**src/rtl/alu_sequencer_pkg.sv**
```systemverilog
// Shared constants and types for the ALU sequencer: ALU control codes,
// alu_op / funct encodings, FSM states and the response payload.
package alu_sequencer_pkg;

  localparam int unsigned WORD_W  = 32;
  localparam int unsigned CTRL_W  = 3;
  localparam int unsigned OP_W    = 2;
  localparam int unsigned FUNCT_W = 6;
  localparam int unsigned CNT_W   = 4;

  localparam logic [WORD_W-1:0] WORD_ZERO = '0;

  // Control codes understood by the downstream combinational ALU
  typedef enum logic [CTRL_W-1:0] {
    ALU_AND = 3'b000,
    ALU_OR  = 3'b001,
    ALU_ADD = 3'b010,
    ALU_OFF = 3'b011,
    ALU_SUB = 3'b110,
    ALU_SLT = 3'b111
  } alu_ctrl_e;

  // Operation class supplied by the datapath controller
  localparam logic [OP_W-1:0] OP_ADD   = 2'b00;
  localparam logic [OP_W-1:0] OP_SUB   = 2'b01;
  localparam logic [OP_W-1:0] OP_RTYPE = 2'b10;

  // R-type function field values
  localparam logic [FUNCT_W-1:0] FUNCT_ADD = 6'b100000;
  localparam logic [FUNCT_W-1:0] FUNCT_SUB = 6'b100010;
  localparam logic [FUNCT_W-1:0] FUNCT_AND = 6'b100100;
  localparam logic [FUNCT_W-1:0] FUNCT_OR  = 6'b100101;
  localparam logic [FUNCT_W-1:0] FUNCT_SLT = 6'b101010;

  typedef enum logic [1:0] {
    ST_IDLE = 2'b00,
    ST_EXEC = 2'b01,
    ST_RESP = 2'b10
  } state_e;

  // Captured response returned to the consumer
  typedef struct packed {
    logic [WORD_W-1:0] y;
    logic              zero;
    logic              err;
  } rsp_t;

endpackage

```
**src/rtl/alu_ctrl_decoder.sv**
```systemverilog
// Combinational decode of (alu_op, funct) into an ALU control code plus an
// illegal-request flag. Illegal requests always map to ALU_OFF.
module alu_ctrl_decoder
  import alu_sequencer_pkg::*;
(
  input  logic [OP_W-1:0]    alu_op_i,
  input  logic [FUNCT_W-1:0] funct_i,
  output alu_ctrl_e          ctrl_c,
  output logic               illegal_c
);

  // Decode table; anything not listed stays OFF and illegal
  always_comb begin
    ctrl_c    = ALU_OFF;
    illegal_c = 1'b1;
    case (alu_op_i)
      OP_ADD: begin
        ctrl_c    = ALU_ADD;
        illegal_c = 1'b0;
      end
      OP_SUB: begin
        ctrl_c    = ALU_SUB;
        illegal_c = 1'b0;
      end
      OP_RTYPE: begin
        case (funct_i)
          FUNCT_ADD: begin
            ctrl_c    = ALU_ADD;
            illegal_c = 1'b0;
          end
          FUNCT_SUB: begin
            ctrl_c    = ALU_SUB;
            illegal_c = 1'b0;
          end
          FUNCT_AND: begin
            ctrl_c    = ALU_AND;
            illegal_c = 1'b0;
          end
          FUNCT_OR: begin
            ctrl_c    = ALU_OR;
            illegal_c = 1'b0;
          end
          FUNCT_SLT: begin
            ctrl_c    = ALU_SLT;
            illegal_c = 1'b0;
          end
          default: begin
            ctrl_c    = ALU_OFF;
            illegal_c = 1'b1;
          end
        endcase
      end
      default: begin
        ctrl_c    = ALU_OFF;
        illegal_c = 1'b1;
      end
    endcase
  end

endmodule

```
**src/rtl/alu_sequencer.sv**
```systemverilog
// Drives the external combinational ALU: accepts a request, holds operands and
// control stable for EXEC_CYCLES cycles, captures y/zero and returns them over
// a valid/ready response port. Back-to-back requests are accepted in RESP.
module alu_sequencer
  import alu_sequencer_pkg::*;
#(
  parameter int unsigned EXEC_CYCLES = 1
) (
  input  logic                clk,
  input  logic                rst,
  input  logic                req_valid,
  output logic                req_ready,
  input  logic [OP_W-1:0]     req_alu_op,
  input  logic [FUNCT_W-1:0]  req_funct,
  input  logic [WORD_W-1:0]   req_a,
  input  logic [WORD_W-1:0]   req_b,
  output logic [WORD_W-1:0]   alu_a,
  output logic [WORD_W-1:0]   alu_b,
  output logic [CTRL_W-1:0]   alu_ctrl,
  input  logic [WORD_W-1:0]   alu_y,
  input  logic                alu_zero,
  output logic                rsp_valid,
  input  logic                rsp_ready,
  output logic [WORD_W-1:0]   rsp_y,
  output logic                rsp_zero,
  output logic                rsp_err
);

  localparam logic [CNT_W-1:0] CNT_LOAD = CNT_W'(EXEC_CYCLES - 1);

  state_e            state_q, state_d;
  logic [CNT_W-1:0]  cnt_q, cnt_d;
  logic [WORD_W-1:0] a_q, a_d;
  logic [WORD_W-1:0] b_q, b_d;
  alu_ctrl_e         ctrl_q, ctrl_d;
  logic              illegal_q, illegal_d;
  logic              rsp_valid_q, rsp_valid_d;
  rsp_t              rsp_q, rsp_d;

  alu_ctrl_e         dec_ctrl_c;
  logic              dec_illegal_c;
  logic              req_ready_c;
  logic              accept_c;

  alu_ctrl_decoder u_dec (
    .alu_op_i  (req_alu_op),
    .funct_i   (req_funct),
    .ctrl_c    (dec_ctrl_c),
    .illegal_c (dec_illegal_c)
  );

  // Ready in IDLE, or in RESP when the pending response is being taken
  assign req_ready_c = (state_q == ST_IDLE) ||
                       ((state_q == ST_RESP) && rsp_ready);
  assign accept_c    = req_valid && req_ready_c;

  // Next-state, counter, operand latch and response capture
  always_comb begin
    state_d     = state_q;
    cnt_d       = cnt_q;
    a_d         = a_q;
    b_d         = b_q;
    ctrl_d      = ctrl_q;
    illegal_d   = illegal_q;
    rsp_valid_d = rsp_valid_q;
    rsp_d       = rsp_q;

    case (state_q)
      ST_IDLE: begin
        ctrl_d = ALU_OFF;
      end
      ST_EXEC: begin
        if (cnt_q == '0) begin
          // ALU output is undriven for illegal ops, so substitute zeros
          rsp_d.y     = illegal_q ? WORD_ZERO : alu_y;
          rsp_d.zero  = illegal_q ? 1'b0 : alu_zero;
          rsp_d.err   = illegal_q;
          rsp_valid_d = 1'b1;
          ctrl_d      = ALU_OFF;
          state_d     = ST_RESP;
        end else begin
          cnt_d = cnt_q - CNT_W'(1);
        end
      end
      ST_RESP: begin
        if (rsp_ready) begin
          rsp_valid_d = 1'b0;
          state_d     = ST_IDLE;
        end
      end
      default: begin
        ctrl_d  = ALU_OFF;
        state_d = ST_IDLE;
      end
    endcase

    // A new request (from IDLE or same-cycle from RESP) starts execution
    if (accept_c) begin
      a_d       = req_a;
      b_d       = req_b;
      ctrl_d    = dec_ctrl_c;
      illegal_d = dec_illegal_c;
      cnt_d     = CNT_LOAD;
      rsp_d.err = 1'b0;
      state_d   = ST_EXEC;
    end
  end

  // State and datapath registers with synchronous reset
  always_ff @(posedge clk) begin
    if (rst) begin
      state_q     <= ST_IDLE;
      cnt_q       <= '0;
      a_q         <= WORD_ZERO;
      b_q         <= WORD_ZERO;
      ctrl_q      <= ALU_OFF;
      illegal_q   <= 1'b0;
      rsp_valid_q <= 1'b0;
      rsp_q       <= '0;
    end else begin
      state_q     <= state_d;
      cnt_q       <= cnt_d;
      a_q         <= a_d;
      b_q         <= b_d;
      ctrl_q      <= ctrl_d;
      illegal_q   <= illegal_d;
      rsp_valid_q <= rsp_valid_d;
      rsp_q       <= rsp_d;
    end
  end

  assign req_ready = req_ready_c;
  assign alu_a     = a_q;
  assign alu_b     = b_q;
  assign alu_ctrl  = ctrl_q;
  assign rsp_valid = rsp_valid_q;
  assign rsp_y     = rsp_q.y;
  assign rsp_zero  = rsp_q.zero;
  assign rsp_err   = rsp_q.err;

endmodule

```
**config.mk**
```make
export PLATFORM = sky130hd
export DESIGN_NAME = alu_sequencer
export DESIGN_NICKNAME = d
export VERILOG_FILES = /design/src/rtl/alu_sequencer_pkg.sv /design/src/rtl/alu_ctrl_decoder.sv /design/src/rtl/alu_sequencer.sv
export SDC_FILE = /design/constraint.sdc
export NUM_CORES = 1
export LEC_CHECK = 0
export ABC_CLOCK_PERIOD_IN_PS = 1480
export BUFFER_PORTS_ARGS = -buffer_cell sky130_fd_sc_hd__buf_2
export CAP_MARGIN = 10
export CORE_MARGIN = 3
export CORE_UTILIZATION = 41
export DETAILED_ROUTE_END_ITERATION = 8
export PLACE_DENSITY = 0.77
export SETUP_SLACK_MARGIN = 0.4
export SYNTH_ARGS = -nofsm -noshare
export SYNTH_HDL_FRONTEND = slang
export SYNTH_SLANG_ARGS = --single-unit
export TNS_END_PERCENT = 30
```
**constraint.sdc**
```tcl
create_clock -name clk -period 1.48 [get_ports clk]
set_input_delay 0.148 -clock clk [delete_from_list [all_inputs] [get_ports clk]]
set_output_delay 0.148 -clock clk [all_outputs]
set_load 0.03 [all_outputs]
```
After elaboration in Yosys (flattened, before gate mapping)
Index checks and enable logic that the tools add are counted.
- bits in registers: 109
- input bits: 109
- word-level logic and storage cells: 61
- $add $sub $neg: 1
- eq/ne operators: 15
- muxes and demuxes: 16
- bitwise logic cells: 2
- reductions and logical operators: 16
- operators by type and width (cell ; count):
    32-bit 2-to-1 mux ; 1
    6-bit == test, second input constant ; 5
    3-bit one-hot mux with 5 select lines ; 1
    3-bit one-hot mux with 3 select lines ; 1
    3-bit AND reduction ; 3
    2-bit inequality test, second input constant ; 4
    3-bit 2-to-1 mux ; 2
    3-bit inequality test, second input constant ; 2
    2-bit one-hot mux with 3 select lines ; 1
    3-bit one-hot mux with 2 select lines ; 1
    2-bit AND reduction ; 3
    1-bit 2-to-1 mux ; 5
    5-bit OR reduction ; 1
    2-bit by 1-bit == test with 1-bit output, second input constant ; 2
    2-bit == test, second input constant ; 2
    2-bit zero test ; 2
    4-bit zero test ; 1
    2-bit 2-to-1 mux ; 2
    1-bit one-hot mux with 2 select lines ; 2
    2-bit OR reduction ; 2
    4-bit by 1-bit subtractor with 4-bit output, second input constant ; 1
    1-bit logical AND ; 2
    1-bit inverter ; 2
    2-bit nonzero test ; 1
    1-bit logical OR ; 1

Depth between registers and ports, before layout
Gate-level depths: netlist (run 1).
- depth in word-level cells: 6
- depth in mapped cells: 7
- gate-level depth less buffers: 6

By module
A second synthesis (run 1) with hierarchy kept.
- cells, all modules: 529
- area total of the unflattened synthesis: 4510.6 um^2
- by module, submodules not included (module ; instances ; cells each ; area an instance (um^2) ; sequential area each (um^2)):
    alu_sequencer ; 1 ; 516 ; 4420.5 ; 2182.1
    alu_ctrl_decoder ; 1 ; 13 ; 90.1 ; 0.0

Worst setup path before layout (run 1)
OpenSTA, ideal clock, no wires.
- kind: reg2reg
- from: register cnt_q[0]
- to: register rsp_q (netlist bit rsp_y[24])
- setup time: 0.070 ns
- data arrival time: 1.432 ns
- required time: 1.410 ns
- setup slack: -0.022 ns
- stages on the path, launching flop included: 8
- period minus slack after synthesis: 1.502 ns
- cells stage by stage: dfxtp_1 > inv_1 > ha_1 > or3b_4 > nor2_8 > buf_6 > nand3b_1 > a21oi_1
- longest elaborated chain between the ends: 2
- ends and longest elaborated chain (element ; line ; RTL):
    start, declared ; alu_sequencer.sv:32 ; logic [CNT_W-1:0] cnt_q, cnt_d;
    start signal, assigned ; alu_sequencer.sv:122 ; cnt_q <= cnt_d;
    4-bit zero test ; alu_sequencer.sv:73 ; if (cnt_q == '0) begin
    2-bit AND reduction (no source line) ; n/a ;
    end signal, assigned ; alu_sequencer.sv:128 ; rsp_q <= rsp_d;
    end, declared ; alu_sequencer.sv:38 ; rsp_t rsp_q, rsp_d;
No other way between the ends.
A chain may end at the register's enable or synchronous reset.

Worst setup path after layout (run 1)
- from: register cnt_q[1]
- to: register rsp_q (netlist bit rsp_zero)
The elaborated chain is that of the path after synthesis.

==> results of run 1 <==
## worst paths after layout
check	from	endpoint	slack, ns	cells past startpoint
worst min-delay path	req_a[16]	alu_a[16]$_SDFFE_PP0P_	0.008	3
worst max register to register	cnt_q[1]$_SDFFE_PP0P_	rsp_zero$_SDFFE_PP0P_	-0.04	7
worst min register to register	rsp_y[0]$_SDFFE_PP0P_	rsp_y[0]$_SDFFE_PP0P_	0.46	2
worst max-delay path	cnt_q[1]$_SDFFE_PP0P_	rsp_zero$_SDFFE_PP0P_	-0.04	7
## tightest hold or removal path: stages
cell     delay [ns]
buf_2          0.10
nand2_1        0.05
a21oi_1        0.05
## what timing repair did
| item | CTS | global route |
|---|---|---|
| pin swaps | 46 | 3 |
| setup buffers | 6 | 4 |
| endpoints found under the hold margin | 22 | 1 |
| resized for setup | 108 | 152 |
| setup endpoints to repair | 140 | 189 |
| hold buffers | 22 | 1 |
| gates cloned | 2 | 2 |
## power by group
| part | leakage (nW) | switching, W | internal, W |
|---|---|---|---|
| Combinational | 1.89 | 0.000931 | 0.000694 |
| Clock | 0.0900 | 0.00104 | 0.000623 |
| Sequential | 0.900 | 0.000113 | 0.00312 |
| Total | 2.88 | 0.00209 | 0.00443 |
## Yosys cell counts, types with 2 or more instances
| master | instances |
|---|---|
| inv_1 | 7 |
| nand3_1 | 2 |
| xor2_1 | 2 |
| nor3_1 | 3 |
| buf_6 | 3 |
| nand2_1 | 172 |
| buf_2 | 6 |
| ha_1 | 2 |
| nand3b_1 | 33 |
| nor2b_1 | 4 |
| or3b_4 | 2 |
| clkbuf_1 | 26 |
| a21oi_1 | 103 |
| dfxtp_1 | 109 |
| nand2b_1 | 3 |
| nor2_1 | 7 |
## registers in the layout, indices dropped and copies added, names as in the netlist
name,count
rsp_valid,1
illegal_q,1
alu_a,32
rsp_zero,1
cnt_q,4
rsp_y,32
rsp_err,1
state_q,2
alu_ctrl,3
alu_b,32
## per-stage QoR
stage                     instances  hold WS, ns  TNS (ns)  utilization (%)
after floorplan                 499        0.284         0                -
after global placement          818        0.388         0             56.3
after detailed placement        818        0.393    -0.177             56.3
after CTS                       863     0.000366    -0.181             65.3
after global routing            870      0.00378     -3.23             68.8
final                           870      0.00812    -0.392             68.8
## metal layers
| metal | GRT usage (%) | vias to the layer above | wire length (µm) |
|---|---|---|---|
| met3 | 6.92 | 20 | 1110 |
| met2 | 39.8 | 190 | 7010 |
| met5 | 0 | - | 0 |
| met4 | 8.23 | 0 | 265 |
| li1 | - | 2113 | - |
| met1 | 26.8 | 2007 | 5460 |
## cells by family after synthesis
family | count (synthesis) | share of synthesized area, %
buffers and inverters | 42 | 4.61
adders and majority gates | 2 | 0.615
AOI/OAI and AO/OA | 111 | 14.2
xor gates and xnor gates | 3 | 0.646
DFF | 109 | 53.6
and+or+nand+nor | 232 | 26.2
## layout make-up
cell class | instances | area share, %
Tap cell | 129 | 2.48
Timing Repair Buffer | 262 | 30.3
Multi-Input combinational cell | 348 | 30.2
Inverter | 7 | 0.404
Clock buffer | 9 | 1.90
Sequential cell | 109 | 34.0
Clock inverter | 6 | 0.750
==> metrics.txt, run 1 <==
# DRC=0; HPWL after DPL=8.29 mm; number of global-route vias before repair=4,300; CP Class=reg -> reg; CTS sink cnt=109; Post-Place Cell Area=approximately 0.0053 mm²; Pwr per Cell Area=1000 mW/mm²; synthesized cell area=0.00407 mm²; RePlAce Congestion=roughly 0.78; sequential element share of the synthesized area=about 54%; commonest cells after routing, fill and taps aside=nand2_1 (138), buf_2 (112), buf_4 (94); Via Count=4,330; Slew HR=74.1%; Leak=2.88 nW; Clock Latency Late Sink=0.37 ns; worst ir drop on vdd=0.616 mV; clk_skew=~0.014 ns; Antenna Violating Nets Remaining=0; share of the synthesized area in the top cell type=53.6%; Register Area=roughly 0.0022 mm²; Syn Inst Count=499; total power=0.00652 W; clk root buf=clkbuf_8; Tmin final=between 1.5 and 2 ns; initial drt markers=200; number of diodes=0; first-pass GRT wire length=20.9 mm; Final nets=848; crit-path leading delay family=simple AND/OR/NAND/NOR gates; Hold Vio Cnt, Final=0; measured slew at the worst slew-check pin=0.383 ns; largest cells by area after synthesis=dfxtp_1 (54%), nand2_1 (16%), a21oi_1 (13%), nand3b_1 (6.1%), clkbuf_1 (2.4%); number of max-cap violations=0; failing checks=negative setup slack; # setup viols final=22; Final Worst Setup Slack=-0.0448 ns; Clock Pin Slew Worst Setup and Hold Paths=0.11 ns; Peak Freq=656 MHz; top_reg_cell synth=dfxtp_1; crit-path max FO=21; Initial Util=~43%; syn nets=610; TritonCTS Buffers=9; CP max stage cell=or3b_4; Crit. End Element=flop; core area=around 0.0095 mm²; maximum number of pins on one net before global-route repair=53; CTS tree=built; number of port buffers=~210; post-synthesis async set-or-reset flop share=0%; die height=106 µm; status=finished, violations left; fill count=732; GRT Util Overall=23.0%; Rows=35; synth unique cells=31; RSZ-0062 raised after global routing=yes; die area=0.0112 mm²; die width=106 µm; Max Buffers Root-to-Sink=2; CP peak stage delay=about 0.41 ns; Final Instance Area=0.00651 mm²; commonest non-fill, non-tap cell in the layout=nand2_1; fin crit share=103%; dominant cell type by area after synthesis=dfxtp_1; drt first pass iters=5; CP cell instances=inv_2 -> ha_4 -> or3b_4 -> nor2_8 -> buf_12 -> nand3b_1 -> a21oi_1; Area growth, synth to finish=60.0%; CP startpoint kind=flop; Worst Hold Class=in -> reg; Slew Limit Fails=0; Required @ worst endpoint=between 1.5 and 2 ns; Buf+Inv Stages, Crit Path=2; layout cell share with drive strength beyond 1=45.7%; Routed wire per std cell=15.9 µm; final WL=13.8 mm; vias per cell=4.98; Synth warnings=0; Mapped Avg Cell Area=8.15 µm²; crit path DAT=1.82 ns; initial antenna violation count=0; number of enable flip-flop cells after synthesis=0; htree depth=3; Synth Register Bits=109; Top-Level Pins=212; multi-input logic area=0.00196 mm²; DP Worst Slack=-0.0396 ns; total congestion overflow=0
Power figures use the tool's default switching activity.
==> inputs of run 2 (changes only) <==
- GPL_TIMING_DRIVEN: unset -> 0
- MAX_ROUTING_LAYER: unset -> met4
==> run 2 against run 1 <==
  * The flow still finishes with violations (negative setup slack)
  * Via count rose by 5.7%
  * Critical endpoint is now rsp_y[18]$_SDFFE_PP0P_
  * Sequential power hardly changed
  * Register-to-register slack got worse by 0.02 ns
  * Clock power rose by 11%
  * Flip-flop and latch count unchanged
==> metrics.txt, run 2 (synthesis gave the netlist of run 1 again) <==
status=finished, violations left; failing checks=negative setup slack; Max Buffers Root-to-Sink=2; Routed wire per std cell=~18 µm; Required @ worst endpoint=1.77 ns; number of diodes=0; die width=106 µm; die height=106 µm; initial drt markers=231; Via Count=4,575; Int Pwr=0.00467 W; CP cell instances=inv_2 -> ha_4 -> or3b_4 -> nor2_8 -> buf_6 -> nand3b_1 -> a21oi_2; CP Class=reg -> reg; fin cells=882; die area=0.0112 mm²; worst ir drop on vdd=0.625 mV; CP max stage cell=or3b_4; Crit. End Element=flop; final core utilization=72.7%; number of port buffers=between 200 and 250; # setup viols final=34; CTS tree=built; crit-path leading delay family=simple AND/OR/NAND/NOR gates; setup TNS=-1.10 ns; Worst R2R End=rsp_y[18]$_SDFFE_PP0P_; Slew Limit Fails=0; measured slew at the worst slew-check pin=~0.72 ns; RSZ-0062 raised after global routing=yes; vias per cell=between 5 and 6; Area growth, synth to finish=69.1%; Final Instance Area=0.00688 mm²; CP endpoint=rsp_y[18]$_SDFFE_PP0P_; R2R setup slack=-0.06 ns; maximum number of pins on one net before global-route repair=19; Crit path depth=7; Leak=between 3 and 4 nW; commonest non-fill, non-tap cell in the layout=buf_2; TritonCTS Buffers=9; total congestion overflow=0; CTS sink cnt=109; Worst Hold Class=in -> reg; Clock Pin Slew Worst Setup and Hold Paths=0.11 ns; number of global-route vias before repair=4,262; Hold Vio Cnt, Final=0; Crit. Startpoint=cnt_q[1]$_SDFFE_PP0P_; Reg2Reg Depth=7; CP peak stage delay=roughly 0.41 ns; Buf+Inv Stages, Crit Path=2; commonest cells after routing, fill and taps aside=buf_2 (125), nand2_1 (111), dfxtp_1 (87); HPWL after DPL=between 9 and 10 mm; clock power share=a little over a quarter; htree depth=3; Tmin final=1.54 ns; first-pass GRT wire length=approximately 20 mm; number of max-cap violations=0; GRT Util Overall=22.6%; Final Worst Setup Slack=-0.0643 ns; Post-Place Cell Area=between 0.005 and 0.006 mm²; Slew HR=51.7%; final WL=15.5 mm; Cells after DPL=838; layout cell share with drive strength beyond 1=between 50% and 60%; Net Sw Frac=32.3%; crit path DAT=~1.8 ns; CP startpoint kind=flop; clk_skew=~0.017 ns; core area=0.00946 mm²; Gate power share=26.2%; Initial Util=43.0%; clk root buf=clkbuf_8; fin crit share=104%; Reg power frac=a little under half; Peak Freq=648 MHz; Antenna Violating Nets Remaining=0; Clock Latency Late Sink=0.36 ns; r2r startpoint=cnt_q[1]$_SDFFE_PP0P_; Pwr per Cell Area=around 1000 mW/mm²; drt first pass iters=4; Final nets=860; RePlAce Congestion=0.808; Top-Level Pins=212; WHS=0.0138 ns; NetSw=around 0.0022 W; crit-path max FO=10; Rows=35; # DRC=0; initial antenna violation count=0
## run 2: cell types whose count changed in the layout (fill, tap and decap cells not counted), moves of 14 or more
cell,before,now
nand2_4,14,47
a21oi_1,85,56
a21oi_2,18,47
nand2_1,138,111
buf_4,94,73
clkbuf_1,0,14
## run 2: layout make-up
class | count | area (µm²)
clock buffer | 9 | 124
buffer | 35 | 350
inverter | 7 | 26.3
timing repair buffer | 239 | 1630
sequential | 109 | 2210
clock inverter | 6 | 70.1
multi-input combinational | 348 | 2310
tap | 129 | 161
fill | 663 | 2580
## run 2: routing by layer
metal / vias to the layer above / track usage, % / part of all wire [%] / wire, µm
met5: - / - / 0 / 0
met4: 0 / 5.74 / 2.6 / 407
met3: 40 / 4.65 / 8.3 / 1280
met2: 232 / 38.3 / 50 / 7700
met1: 2158 / 27.5 / 39 / 6110
li1: 2145 / - / - / -
## run 2: worst reg2reg max path: stages, from the launching register on
cell,delay [ns]
dfxtp_2,0.33
inv_2,0.07
ha_4,0.13
or3b_4,0.41
nor2_8,0.15
buf_6,0.16
nand3b_1,0.10
a21oi_2,0.12
## run 2: per-stage QoR
step / power (W) / worst slack (ns)
finish: 0.00689 / -0.0643
global route: 0.00715 / -0.157
CTS: 0.00646 / -0.0689
detailed placement: 0.00450 / -0.234
global placement: 0.00447 / -0.198
floorplan: 0.00405 / 0.0580
## run 2: power by group through the flow
stage | sequential [W] | clock [W] | combinational [W]
after floorplan | 0.00360 | 0 | 0.000448
final | 0.00324 | 0.00185 | 0.00181
after detailed placement | 0.00327 | 0 | 0.00124
after CTS | 0.00320 | 0.00185 | 0.00141
after global routing | 0.00326 | 0.00199 | 0.00191
after global placement | 0.00326 | 0 | 0.00121
## run 2: timing repair
| action | 4_1_cts | 5_1_grt |
|---|---|---|
| gates resized for setup | 79 | 333 |
| pin swaps | 29 | 78 |
| hold buffers | 10 | 1 |
| gates cloned | 2 | 3 |
| setup endpoints to repair | 125 | 196 |
| setup buffers | 10 | 3 |
| hold endpoints to repair | 10 | 1 |
## run 2: how the worst min path moves through the flow
stage / from / to / slack (ns) / cells after the start
finish: req_b[5] / alu_b[5]$_SDFFE_PP0P_ / 0.01 / 3
global placement: req_a[12] / alu_a[12]$_SDFFE_PP0P_ / 0.39 / 3
global route: req_a[19] / alu_a[19]$_SDFFE_PP0P_ / -0.0007 / 3
floorplan: req_b[14] / alu_b[14]$_SDFFE_PP0P_ / 0.28 / 2
detailed placement: req_b[27] / alu_b[27]$_SDFFE_PP0P_ / 0.39 / 3
CTS: req_b[13] / alu_b[13]$_SDFFE_PP0P_ / 0.0004 / 3
==> inputs of run 3 (changes only) <==
- SETUP_SLACK_MARGIN: 0.4 -> 0.5
==> run 3 against run 2 <==
  * The run still ends with negative setup slack left
  * Wire length grew 29%
  * Total power grew 8.3%
  * Flip-flop and latch count did not move
  * Sequential share of layout area shrank 3.6 points
  * Cell area increased by 16%
  * Worst setup slack worse by 0.084 ns
  * Worst hold slack worse by 0.0054 ns
  * Sequential power grew 2%
==> metrics.txt, run 3 (synthesis gave the netlist of run 1 again) <==
CP cell instances=inv_2 -> ha_4 -> or3b_4 -> nor2_8 -> buf_6 -> nand3b_1 -> a21oi_2; number of diodes=0; Antenna Violating Nets Remaining=0; Int Pwr=0.00496 W; RePlAce Congestion=roughly 0.8; final WL=20.0 mm; Rows=35; Final Instance Area=0.00797 mm²; number of global-route vias before repair=5,185; NetSw=0.00251 W; commonest cells after routing, fill and taps aside=buf_6 (119), buf_2 (109), nand2_1 (92); Pwr per Cell Area=between 900 and 1000 mW/mm²; Final nets=between 900 and 1,000; CP startpoint kind=flop; RSZ-0062 raised after global routing=yes; crit path DAT=between 1.5 and 2 ns; status=finished, violations left; Slew Limit Fails=0; Final Worst Setup Slack=-0.148 ns; worst ir drop on vdd=around 0.65 mV; Crit. End Element=flop; Cells after DPL=838; maximum number of pins on one net before global-route repair=20; Buf+Inv Stages, Crit Path=2; Max Buffers Root-to-Sink=2; measured slew at the worst slew-check pin=between 0.8 and 0.9 ns; # setup viols final=40; number of port buffers=210; fill count=445; TritonCTS Buffers=9; GRT Util Overall=29.9%; drt first pass iters=5; # DRC=0; R2R setup slack=-0.15 ns; Gate power share=between 20% and 30%; clk root buf=clkbuf_8; layout cell share with drive strength beyond 1=64.7%; initial drt markers=between 300 and 400; Register Area=~0.0023 mm²; CTS tree=built; Top-Level Pins=212; fin cells=926; Reg power frac=about 44%; vias per cell=5.58; clk_skew=0.0223 ns; failing checks=negative setup slack; Post-Place Cell Area=between 0.005 and 0.006 mm²; Required @ worst endpoint=1.79 ns; commonest non-fill, non-tap cell in the layout=buf_6; CTS sink cnt=109; Routed wire per std cell=21.6 µm; Peak Freq=approximately 610 MHz; Clock Latency Late Sink=~0.38 ns; first-pass GRT wire length=26.0 mm; HPWL after DPL=9.53 mm; GR Util met3=8.02%; Via Count=~5,200; die height=106 µm; crit-path max FO=5; number of max-cap violations=0; Leak=about 3.5 nW; Net Sw Frac=33.6%; grt peak-use layer=met2; fin crit share=110%; Slew HR=44.3%; crit-path leading delay family=simple AND/OR/NAND/NOR gates; CP peak stage delay=approximately 0.43 ns; CP max stage cell=or3b_4; met1 GRT Util=30.8%; Hold EP=alu_b[15]$_SDFFE_PP0P_; multi-input logic area=0.00250 mm²; Crit path depth=7; Hold Vio Cnt, Final=0; clock power share=26.3%; die width=roughly 110 µm; die area=about 0.011 mm²; htree depth=3; Initial Util=43.0%; CP Class=reg -> reg; Clock Pin Slew Worst Setup and Hold Paths=0.11 ns; initial antenna violation count=0; r2r startpoint=cnt_q[1]$_SDFFE_PP0P_; total congestion overflow=0; GRT met2 Usage=54.8%; worst hold start=req_b[15]; Worst Hold Class=in -> reg; core area=0.00946 mm²; Area growth, synth to finish=96.0%; Tmin final=1.63 ns; Worst R2R End=rsp_y[9]$_SDFFE_PP0P_; WHS Path Cells=3; Reg2Reg Depth=7
-- run 3: cell types whose count changed in the layout (fill, tap and decap cells not counted), moves of 4 or more --
cell           previous run  this run
dlygate4sd3_1            11        35
buf_6                    14       119
buf_12                    4         8
a21oi_1                  56        41
a21oi_2                  47        61
buf_4                    73        17
dfxtp_1                  87        37
dfxtp_2                  20        70
buf_2                   125       109
clkbuf_4                 16         0
nand2_2                  14        30
nand2_1                 111        92
-- run 3: repair_timing --
action,4_1_cts,5_1_grt
hold endpoints to repair,22,13
cloned,9,3
endpoints found under the setup margin,212,212
hold buffers,22,13
setup buffers,21,4
gates resized for setup,459,114
pin swaps,111,104
-- run 3: per-stage QoR --
step	worst slack (ns)	setup TNS, ns	power [W]	hold slack (ns)	util (%)
detailed placement	-0.179	-4.42	0.00451	0.395	56.1
floorplan	0.0580	0	0.00405	0.284	-
finish	-0.148	-3.59	0.00746	0.00832	84.3
CTS	-0.108	-2.42	0.00705	0.000115	77.4
global route	-0.229	-6.67	0.00767	-0.00127	84.3
global placement	-0.159	-2.11	0.00447	0.389	56.1
-- run 3: per-layer routing --
metal / wire length [µm] / vias to the layer above
met1: 6990 / 2443
met5: 0 / -
met2: 9900 / 394
met3: 1990 / 100
met4: 1150 / 0
li1: - / 2232
-- run 3: worst min-delay path, stage by stage --
cell	delay [ns]
buf_2	0.11
nand2_4	0.05
a21oi_2	0.04
-- run 3: power groups by stage --
stage | Sequential [W] | Combinational, W | Clock [W]
floorplan | 0.00360 | 0.000451 | 0
global placement | 0.00326 | 0.00122 | 0
detailed placement | 0.00327 | 0.00124 | 0
CTS | 0.00327 | 0.00184 | 0.00194
global route | 0.00331 | 0.00229 | 0.00208
finish | 0.00329 | 0.00220 | 0.00197
-- run 3: final cells by class --
| class | instances | share of cell area, % |
|---|---|---|
| Timing Repair Buffer | 281 | 30.7 |
| Multi-Input combinational cell | 349 | 31.3 |
| Clock buffer | 10 | 1.60 |
| Buffer | 35 | 4.44 |
| Tap cell | 129 | 2.02 |
| Clock inverter | 6 | 0.989 |
| Inverter | 7 | 0.330 |
| Sequential cell | 109 | 28.6 |
-- run 3: how the worst max path moves through the flow --
stage                             from                        to  slack [ns]
2_1_floorplan    cnt_q[1]$_SDFFE_PP0P_    rsp_y[24]$_SDFFE_PP0P_        0.06
3_3_place_gp   state_q[0]$_SDFFE_PP0P_  alu_ctrl[1]$_SDFFE_PP1P_       -0.16
3_5_place_dp   state_q[0]$_SDFFE_PP0P_  alu_ctrl[1]$_SDFFE_PP1P_       -0.18
4_1_cts          cnt_q[1]$_SDFFE_PP0P_    rsp_y[26]$_SDFFE_PP0P_       -0.11
5_1_grt          cnt_q[1]$_SDFFE_PP0P_     rsp_y[9]$_SDFFE_PP0P_       -0.23
6_report         cnt_q[1]$_SDFFE_PP0P_     rsp_y[9]$_SDFFE_PP0P_       -0.15
